File: src/rtl/mm_word_add_seq.sv
// Word-serial N*K-bit add/subtract sequencer over one shared K-bit adder built from 4-bit CLA slices.
// Optional macro MM_WORD_ADD_SEQ_ZERO_FLAG_EN adds an OR-accumulated result-is-zero flag.
module mm_word_add_seq #(
    parameter int K      = 128,
    parameter int N      = 32,
    parameter int ADDR_W = 5
) (
    input  logic              clk,
    input  logic              rst,
    input  logic              start_i,
    input  logic              sub_i,
    output logic              busy_o,
    output logic              done_o,
    output logic              carry_o,
    output logic              zero_o,
    output logic [ADDR_W-1:0] rd_addr_o,
    output logic              rd_en_o,
    input  logic [K-1:0]      a_dat_i,
    input  logic [K-1:0]      b_dat_i,
    output logic [ADDR_W-1:0] wr_addr_o,
    output logic              wr_en_o,
    output logic [K-1:0]      wr_dat_o
);

    typedef enum logic [1:0] {IDLE, RUN, DRAIN, DONE} state_t;

    localparam logic [ADDR_W-1:0] LAST = ADDR_W'(N - 1);

    state_t            state;
    state_t            state_nx;
    logic [ADDR_W-1:0] rd_addr_p0;
    logic [ADDR_W-1:0] wr_addr_p1;
    logic              vld_p1;
    logic              sub_r;
    logic              carry_r;
    logic              carry_out_r;
    logic              accept;
    logic              chain_c;
    logic [K-1:0]      b_eff;
    logic [K:0]        sum;

    function automatic logic [4:0] cla4(input logic [3:0] a, input logic [3:0] b, input logic ci);
        logic [3:0] g;
        logic [3:0] p;
        logic [4:0] c;
        g    = a & b;
        p    = a ^ b;
        c[0] = ci;
        c[1] = g[0] | (p[0] & ci);
        c[2] = g[1] | (p[1] & g[0]) | (p[1] & p[0] & ci);
        c[3] = g[2] | (p[2] & g[1]) | (p[2] & p[1] & g[0]) | (p[2] & p[1] & p[0] & ci);
        c[4] = g[3] | (p[3] & g[2]) | (p[3] & p[2] & g[1]) | (p[3] & p[2] & p[1] & g[0])
             | (p[3] & p[2] & p[1] & p[0] & ci);
        return {c[4], p ^ c[3:0]};
    endfunction

    assign accept = (state == IDLE) && start_i;

    always_comb begin
        state_nx = state;
        case (state)
            IDLE:    if (start_i) state_nx = RUN;
            RUN:     if (rd_addr_p0 == LAST) state_nx = DRAIN;
            DRAIN:   state_nx = DONE;
            DONE:    state_nx = IDLE;
            default: state_nx = IDLE;
        endcase
    end

    always_ff @(posedge clk or posedge rst) begin
        if (rst) state <= IDLE;
        else     state <= state_nx;
    end

    // Stage p0: read address issue; the counter saturates at N-1
    always_ff @(posedge clk or posedge rst) begin
        if (rst) begin
            rd_addr_p0 <= '0;
        end else if (accept) begin
            rd_addr_p0 <= '0;
        end else if (state == RUN && rd_addr_p0 != LAST) begin
            rd_addr_p0 <= rd_addr_p0 + 1'b1;
        end
    end

    // Stage p1: operand words arrive, add through the CLA chain and write back
    always_ff @(posedge clk or posedge rst) begin
        if (rst) begin
            vld_p1     <= 1'b0;
            wr_addr_p1 <= '0;
        end else begin
            vld_p1 <= (state == RUN);
            if (state == RUN) wr_addr_p1 <= rd_addr_p0;
        end
    end

    assign b_eff = sub_r ? ~b_dat_i : b_dat_i;

    always_comb begin
        sum     = '0;
        chain_c = carry_r;
        for (int s = 0; s < K / 4; s++) begin
            {chain_c, sum[4*s +: 4]} = cla4(a_dat_i[4*s +: 4], b_eff[4*s +: 4], chain_c);
        end
        sum[K] = chain_c;
    end

    // Inter-word carry; seeded with 1 for subtraction so ~B + 1 forms -B
    always_ff @(posedge clk or posedge rst) begin
        if (rst) begin
            sub_r       <= 1'b0;
            carry_r     <= 1'b0;
            carry_out_r <= 1'b0;
        end else begin
            if (accept) begin
                sub_r   <= sub_i;
                carry_r <= sub_i;
            end else if (vld_p1) begin
                carry_r <= sum[K];
            end
            if (state == DRAIN) carry_out_r <= sum[K];
        end
    end

`ifdef MM_WORD_ADD_SEQ_ZERO_FLAG_EN
    logic any_set;
    logic zero_r;

    always_ff @(posedge clk or posedge rst) begin
        if (rst) begin
            any_set <= 1'b0;
            zero_r  <= 1'b0;
        end else if (accept) begin
            any_set <= 1'b0;
            zero_r  <= 1'b0;
        end else begin
            if (vld_p1) any_set <= any_set | (|sum[K-1:0]);
            if (state == DRAIN) zero_r <= ~(any_set | (|sum[K-1:0]));
        end
    end

    assign zero_o = zero_r;
`else
    assign zero_o = 1'b0;
`endif

    assign busy_o    = (state != IDLE);
    assign done_o    = (state == DONE);
    assign rd_en_o   = (state == RUN);
    assign rd_addr_o = rd_addr_p0;
    assign wr_en_o   = vld_p1;
    assign wr_addr_o = wr_addr_p1;
    assign wr_dat_o  = vld_p1 ? sum[K-1:0] : '0;
    assign carry_o   = carry_out_r;

endmodule

File: config.mk
export PLATFORM = sky130hd
export DESIGN_NAME = mm_word_add_seq
export DESIGN_NICKNAME = d
export VERILOG_FILES = /design/src/rtl/mm_word_add_seq.sv
export SDC_FILE = /design/constraint.sdc
export NUM_CORES = 1
export LEC_CHECK = 0
export BUFFER_PORTS_ARGS = -buffer_cell sky130_fd_sc_hd__buf_2
export CAP_MARGIN = 20
export CORE_AREA = 2 2 158 160
export CTS_CLUSTER_DIAMETER = 120
export CTS_CLUSTER_SIZE = 25
export DETAILED_ROUTE_END_ITERATION = 12
export DIE_AREA = 0 0 160 162
export GPL_ROUTABILITY_DRIVEN = 0
export PLACE_DENSITY = 0.64
export SKIP_LAST_GASP = 1
export SYNTH_ARGS = -nofsm -noshare
export SYNTH_HDL_FRONTEND = slang
export SYNTH_SLANG_ARGS = --single-unit
File: constraint.sdc
create_clock -name clk -period 5.8 [get_ports clk]
set_clock_uncertainty 0.05 [all_clocks]
set_input_delay 0.58 -clock clk [delete_from_list [all_inputs] [get_ports clk]]
set_output_delay 0.58 -clock clk [all_outputs]
set_load 0.02 [all_outputs]
==> results.toml, run 1 <==
[run_status]
status = "complete, no violations"

[sta]
fmax_mhz = 178
drv_slew = 0
fin_hold_ws_ns = 0.384
setup_viol = 0
relSlewSlack = 0.269
worst_pin_slew_ns = 1.10
finalCriticalPeriod_ns = 5.62
fin_crit_sh = 0.969
hold_viol = 0
rsz0062_at_grt = "yes"
fin_ws_ns = 0.179

[worst_setup_path]
worst-setup-path-type = "flop to output pin"
rr_endpoint = "carry_r$_DFFE_PP0P_"
r2r_cells = 16
reg2reg_slack_ns = 1.16
worst_setup_path_end_kind = "output pin"
critPathBufInv = 3
cp.arrival_ns = 4.99
path_max_fanout = 8
critPathTopFamily = "simple AND/OR/NAND/NOR gates"
critPathMaxStageDelay_ns = 0.57
crit_chain = "clkbuf_16 -> xor2_1 -> ha_1 -> nand4_1 -> or4_4 -> nor3_4 -> or3b_4 -> a2111oi_4 -> a211oi_4 -> o21ai_2 -> nand3_2 -> a21bo_4 -> o211ai_4 -> inv_2 -> fa_2 -> nor2_1 -> buf_2"
cp.required_ns = 5.17
timing.rr.start = "sub_r$_DFFE_PP0P_"
worst_path_max_delay_cell = "dfrtp_4"
cp-start-kind = "flop"

[logic_synthesis]
syn-num-nets = 1506
synth.area.top_cells = "ha_1 21%, xor2_1 20%, fa_1 7.8%, nor2_1 6.6%, a21oi_1 5.6%"
synth_top_area_frac = 0.206
async_reset_ff_frac = 1.00
ys_ff_latch = 16
avgSynthCellArea_um2 = 7.59
synth_area_mm2 = 0.00819
yosys.area.top_type = "ha_1"
synth-edff-count = 0
seq_area_frac_synth = 0.0489
yosysWarnings = 0
ys.flop_type = "dfrtp_1"
synth_cell_types = 71
syn_inst = 1079

[finish]
instances_no_fill = 1820
fin_util = 0.460
syn2layout_area_growth_pct = 35.4
nets = 1921
drive_gt1_frac = 0.327
post-route-cell-area_mm2 = 0.0111

[clocking]
tritoncts = "built"
clock-sinks = 16
ctsHoldBuffers = 0
cts_buffer_depth = 2
clk_pin_slew_ns = 0.06
cts_buffers = 3
clk_latency_ns = 0.25
h-tree-depth = 1
root_buffer = "clkbuf_16"

[run]
drv_cap = 0

[floorplanning]
io_pins = 404
start_util = 0.340
die_width_um = 160
die_y_um = 162
die-area_mm2 = 0.0259
num_rows = 57
core_area_mm2 = 0.0241

[power_and_ir_drop]
p_leak_uw = 0.00630
swShare = 0.582
internal_power_uw = 2730
sequentialPowerShare = 0.036
peakVddDrop_mv = 0.260
p_clk_frac = 0.024
power.density_mw_per_mm2 = 589
p_sw_uw = 3790
power_frac_comb = 0.940

[placement]
post_dp_cell_area_mm2 = 0.0106
pre_cts_slack_ns = 0.243
portBuffers = 402
place_inst = 1787
place_hpwl_um = 24400

[detailed_routing]
wl_per_cell_um = 16.0
drcViolationCount = 0
dr.pass1.iters = 5
viasPerCell = 4.89
postRouteWirelength_um = 29100
vias = 8903
drt_iter0_markers = 349
ant_nets = 0

[global_route]
grtUsageTotal = 0.206
grt_pass1_wl_um = 43500
antenna_found_initial = 7
grt_max_degree = 76
gr-total-overflow = 0
grt_pass1_vias = 8594

[worst_hold_path]
hold_path.class = "input port to async pin"
-- Yosys cell counts, types with 4 or more instances --
library cell	n
nand3_1	14
clkbuf_1	19
nand4_1	16
nand2b_1	7
and4_1	6
inv_1	102
or3_1	4
xor2_1	190
mux2_2	5
nand2_1	44
ha_1	135
and2_1	9
fa_1	32
nor3_1	14
o21bai_1	10
o21ai_1	5
a21oi_1	91
dfrtp_1	16
a21o_1	48
nor2b_1	14
nor2_1	143
and3_1	6
xnor2_1	23
buf_1	12
o21ai_0	33
o21a_1	11
-- per-stage QoR --
step           power, uW  setup TNS [ns]
6_report            6520               0
3_5_place_dp        6100               0
5_1_grt             7190         -0.0336
3_3_place_gp        6050               0
4_1_cts             6290         -0.0558
2_1_floorplan       4510               0
-- cells in the final DEF (no fill, tap or decap), types with 6 or more instances in the layout --
master / instances
buf_2: 400
inv_1: 100
o21ai_0: 33
and2_1: 9
a21oi_1: 87
xnor2_1: 23
nor2_1: 142
o21bai_1: 10
nor2b_1: 14
nand2b_1: 7
nand3_1: 14
nor3_1: 13
a21o_1: 48
ha_1: 135
buf_4: 35
and4_1: 6
nand2_1: 44
fa_1: 30
o21a_1: 11
dfrtp_1: 15
clkbuf_16: 6
xor2_1: 190
and3_1: 6
nand4_1: 16
-- layout make-up --
type                            instances  area, um^2
Fill cell                            2500       13000
Sequential cell                        16         404
Multi-Input combinational cell        928        7370
Tap cell                              324         405
Inverter                              103         389
Timing Repair Buffer                  442        2420
Clock buffer                            4        88.8
Antenna cell                            3        7.51
-- layer usage --
metal | GRT usage | wire [um] | vias to the layer above
li1 | - | - | 4522
met1 | 0.253 | 12200 | 4011
met2 | 0.377 | 14400 | 317
met3 | 0.0411 | 1940 | 47
met4 | 0.0344 | 570 | 6
met5 | 0 | 44 | -
-- registers in the layout, indices dropped and copies added (netlist names) --
register / count
sub_r: 1
carry_o: 1
rd_addr_o: 5
carry_r: 1
wr_addr_o: 5
state: 2
wr_en_o: 1
-- worst max path at each step --
stage / startpoint / endpoint / slack [ns] / cells past startpoint
floorplan: sub_r$_DFFE_PP0P_ / wr_dat_o[121] / 0.31 / 19
global placement: sub_r$_DFFE_PP0P_ / wr_dat_o[121] / 0.32 / 18
detailed placement: sub_r$_DFFE_PP0P_ / wr_dat_o[121] / 0.24 / 18
CTS: sub_r$_DFFE_PP0P_ / wr_dat_o[124] / -0.03 / 19
global route: sub_r$_DFFE_PP0P_ / wr_dat_o[117] / -0.02 / 18
finish: sub_r$_DFFE_PP0P_ / wr_dat_o[116] / 0.18 / 17
-- power by group through the flow --
stage	logic (uW)	registers, uW	clock network, uW
floorplan	4300	206	0
global placement	5830	223	0
detailed placement	5870	224	0
CTS	5910	223	158
global route	6790	240	165
finish	6130	233	155
-- worst register-to-register path, delay by kind of cell (launching register included) --
family | cells | cell delay [ns]
AND/OR/NAND/NOR | 3 | 0.65
XOR/XNOR | 1 | 0.17
buffers and inverters | 1 | 0.21
flip-flops | 1 | 0.57
adder cells (fa/ha/maj) | 1 | 0.34
AO/OA/AOI/OAI | 10 | 2.47
-- timing repair --
action	4_1_cts	5_1_grt
endpoints found under the setup margin	3	14
gates cloned	0	3
resized for setup	1	26
setup buffers	0	23
hold endpoints to repair	0	0
pin swaps	0	20
-- kinds of logic (layout without fill, tap and decap cells) --
logic type / after synthesis / in the layout / share of synthesized area
AOI/OAI and AO/OA: 241 / 241 / 0.190
xor gates and xnor gates: 213 / 213 / 0.228
adders and majority gates: 167 / 167 / 0.285
buffers and inverters: 135 / 549 / 0.0624
DFF: 16 / 16 / 0.0489
muxes: 8 / 8 / 0.0105
other: 1 / 4 / 0.000458
and+or+nand+nor: 298 / 298 / 0.175
No activity file was read; power rests on OpenSTA's default activity.
==> inputs of run 2 (changes only) <==
Settings changed: SETUP_SLACK_MARGIN set to 0.5.
==> run 2 against run 1 <==
  * Combinational power is 6.9% higher
  * Non-clock buffer count is 19 higher
  * First-iteration DRC count is 0.57% lower
  * Flip-flop and latch count stayed put
  * Utilization is 2.0 points higher
  * Worst setup slack better by 0.029 ns
  * Design area is 4.4% higher
  * Routed wire length is 3.3% higher
  * Register-to-register slack worse by 0.04 ns
  * Clock-buffer cell count stayed put
  * Largest power group unchanged
==> results.toml, run 2 (synthesis results as in run 1) <==
[run_status]
status = "complete, no violations"

[finish]
final_common_cell = "buf_2"
nets = 1940
drive_gt1_frac = 0.356
layout_common_cells = "382 x buf_2, 187 x xor2_1, 139 x nor2_1"
syn2layout_area_growth_pct = 41.4
fin_util = 0.480
fillCellCount = 2494
seqCellArea_um2 = 404
multi_input_area_mm2 = 0.00759
instances_no_fill = 1841

[placement]
pre_cts_slack_ns = -0.0974
place_inst = 1785
portBuffers = 402
place_hpwl_um = 24600

[detailed_routing]
viasPerCell = 5.01
ant_nets = 0
dr.pass1.iters = 5
wl_per_cell_um = 16.3
drt_iter0_markers = 347
postRouteWirelength_um = 30000
vias = 9231
drcViolationCount = 0

[power_and_ir_drop]
power.density_mw_per_mm2 = 597
peakVddDrop_mv = 0.292
p_leak_uw = 0.00647
total_power_uw = 6910

[floorplanning]
io_pins = 404
start_util = 0.340
die_width_um = 160
core_area_mm2 = 0.0241
num_rows = 57
die-area_mm2 = 0.0259
die_y_um = 162

[worst_setup_path]
path_max_fanout = 7
cp-start-kind = "flop"
cp.required_ns = 5.17
cp.arrival_ns = 4.96
worst_setup_path_end_kind = "output pin"
worst-setup-path-type = "flop to output pin"

[sta]
worst_pin_slew_ns = 0.940
tns_ns = 0
hold_viol = 0
fin_ws_ns = 0.209
fmax_mhz = 179
setup_viol = 0
fin_crit_sh = 0.964
relSlewSlack = 0.374
drv_slew = 0
rsz0062_at_grt = "yes"
finalCriticalPeriod_ns = 5.59

[clocking]
tritoncts = "built"
clock-sinks = 16
ctsHoldBuffers = 0
h-tree-depth = 1
clk_pin_slew_ns = 0.05
clk_latency_ns = 0.25
cts_buffers = 3
cts_buffer_depth = 2
root_buffer = "clkbuf_16"

[global_route]
grt_pass1_vias = 9032
antenna_found_initial = 8
grtUsageTotal = 0.217
grt_max_degree = 82
grt_pass1_wl_um = 45600
gr-total-overflow = 0

[run]
drv_cap = 0

[worst_hold_path]
hold_path.class = "input port to async pin"
## run 2: final timing paths
| kind | start | depth (start not counted) | to | slack, ns |
|---|---|---|---|---|
| setup / recovery | sub_r$_DFFE_PP0P_ | 19 | wr_dat_o[118] | 0.21 |
| setup reg to reg | sub_r$_DFFE_PP0P_ | 17 | carry_o$_DFFE_PP0P_ | 1.12 |
| min in group clk | wr_addr_o[1]$_DFFE_PP0P_ | 1 | wr_addr_o[1]$_DFFE_PP0P_ | 0.46 |
| max in group asynchronous | rst | 2 | sub_r$_DFFE_PP0P_ | 4.88 |
| hold reg to reg | wr_addr_o[1]$_DFFE_PP0P_ | 1 | wr_addr_o[1]$_DFFE_PP0P_ | 0.46 |
| hold / removal | rst | 2 | state[1]$_DFFE_PP0P_ | 0.35 |
## run 2: metrics by stage
| step | instance area (um^2) | hold WS, ns |
|---|---|---|
| global placement | 10600 | 0.438 |
| global route | 11600 | 0.428 |
| floorplan | 8190 | 0.444 |
| finish | 11600 | 0.350 |
| CTS | 11300 | 0.380 |
| detailed placement | 10600 | 0.444 |
## run 2: cell type report
cell class / count / share of cell area
inverter: 103 / 0.0336
multi-input combinational: 928 / 0.655
antenna: 5 / 0.00108
timing repair buffer: 461 / 0.232
tap: 324 / 0.0350
sequential: 16 / 0.0349
clock buffer: 4 / 0.00767
## run 2: layer usage
metal	GRT usage	wire length (um)	vias up
met3	0.0416	1950	57
met4	0.0713	903	6
li1	-	-	4550
met1	0.254	12200	4293
met2	0.398	15000	325
met5	0	34	-
## run 2: report_power, final
group	internal, uW	switching [uW]	total (uW)
registers	154	54.4	208
clock network	105	48.7	154
logic	2730	3820	6550
## run 2: worst max-delay path, cell delays in order, from the launching register on
cell and delay, ns:
dfrtp_4 0.59, buf_16 0.19, xor2_1 0.17, ha_1 0.32, nand4_1 0.17, or4_4 0.59
nor3_4 0.18, or3b_4 0.41, a2111oi_4 0.26, a211oi_4 0.13, o21ai_2 0.18, nand3_2 0.15
a21bo_4 0.27, o211ai_4 0.20, buf_6 0.14, buf_6 0.09, a21oi_4 0.06, nor4b_2 0.28
a311o_1 0.18, buf_6 0.13
## run 2: what timing repair did
item | CTS | global route
gates cloned | 5 | 0
buffers inserted | 29 | 13
resized for setup | 47 | 51
pin swaps | 39 | 20
endpoints found under the setup margin | 88 | 60
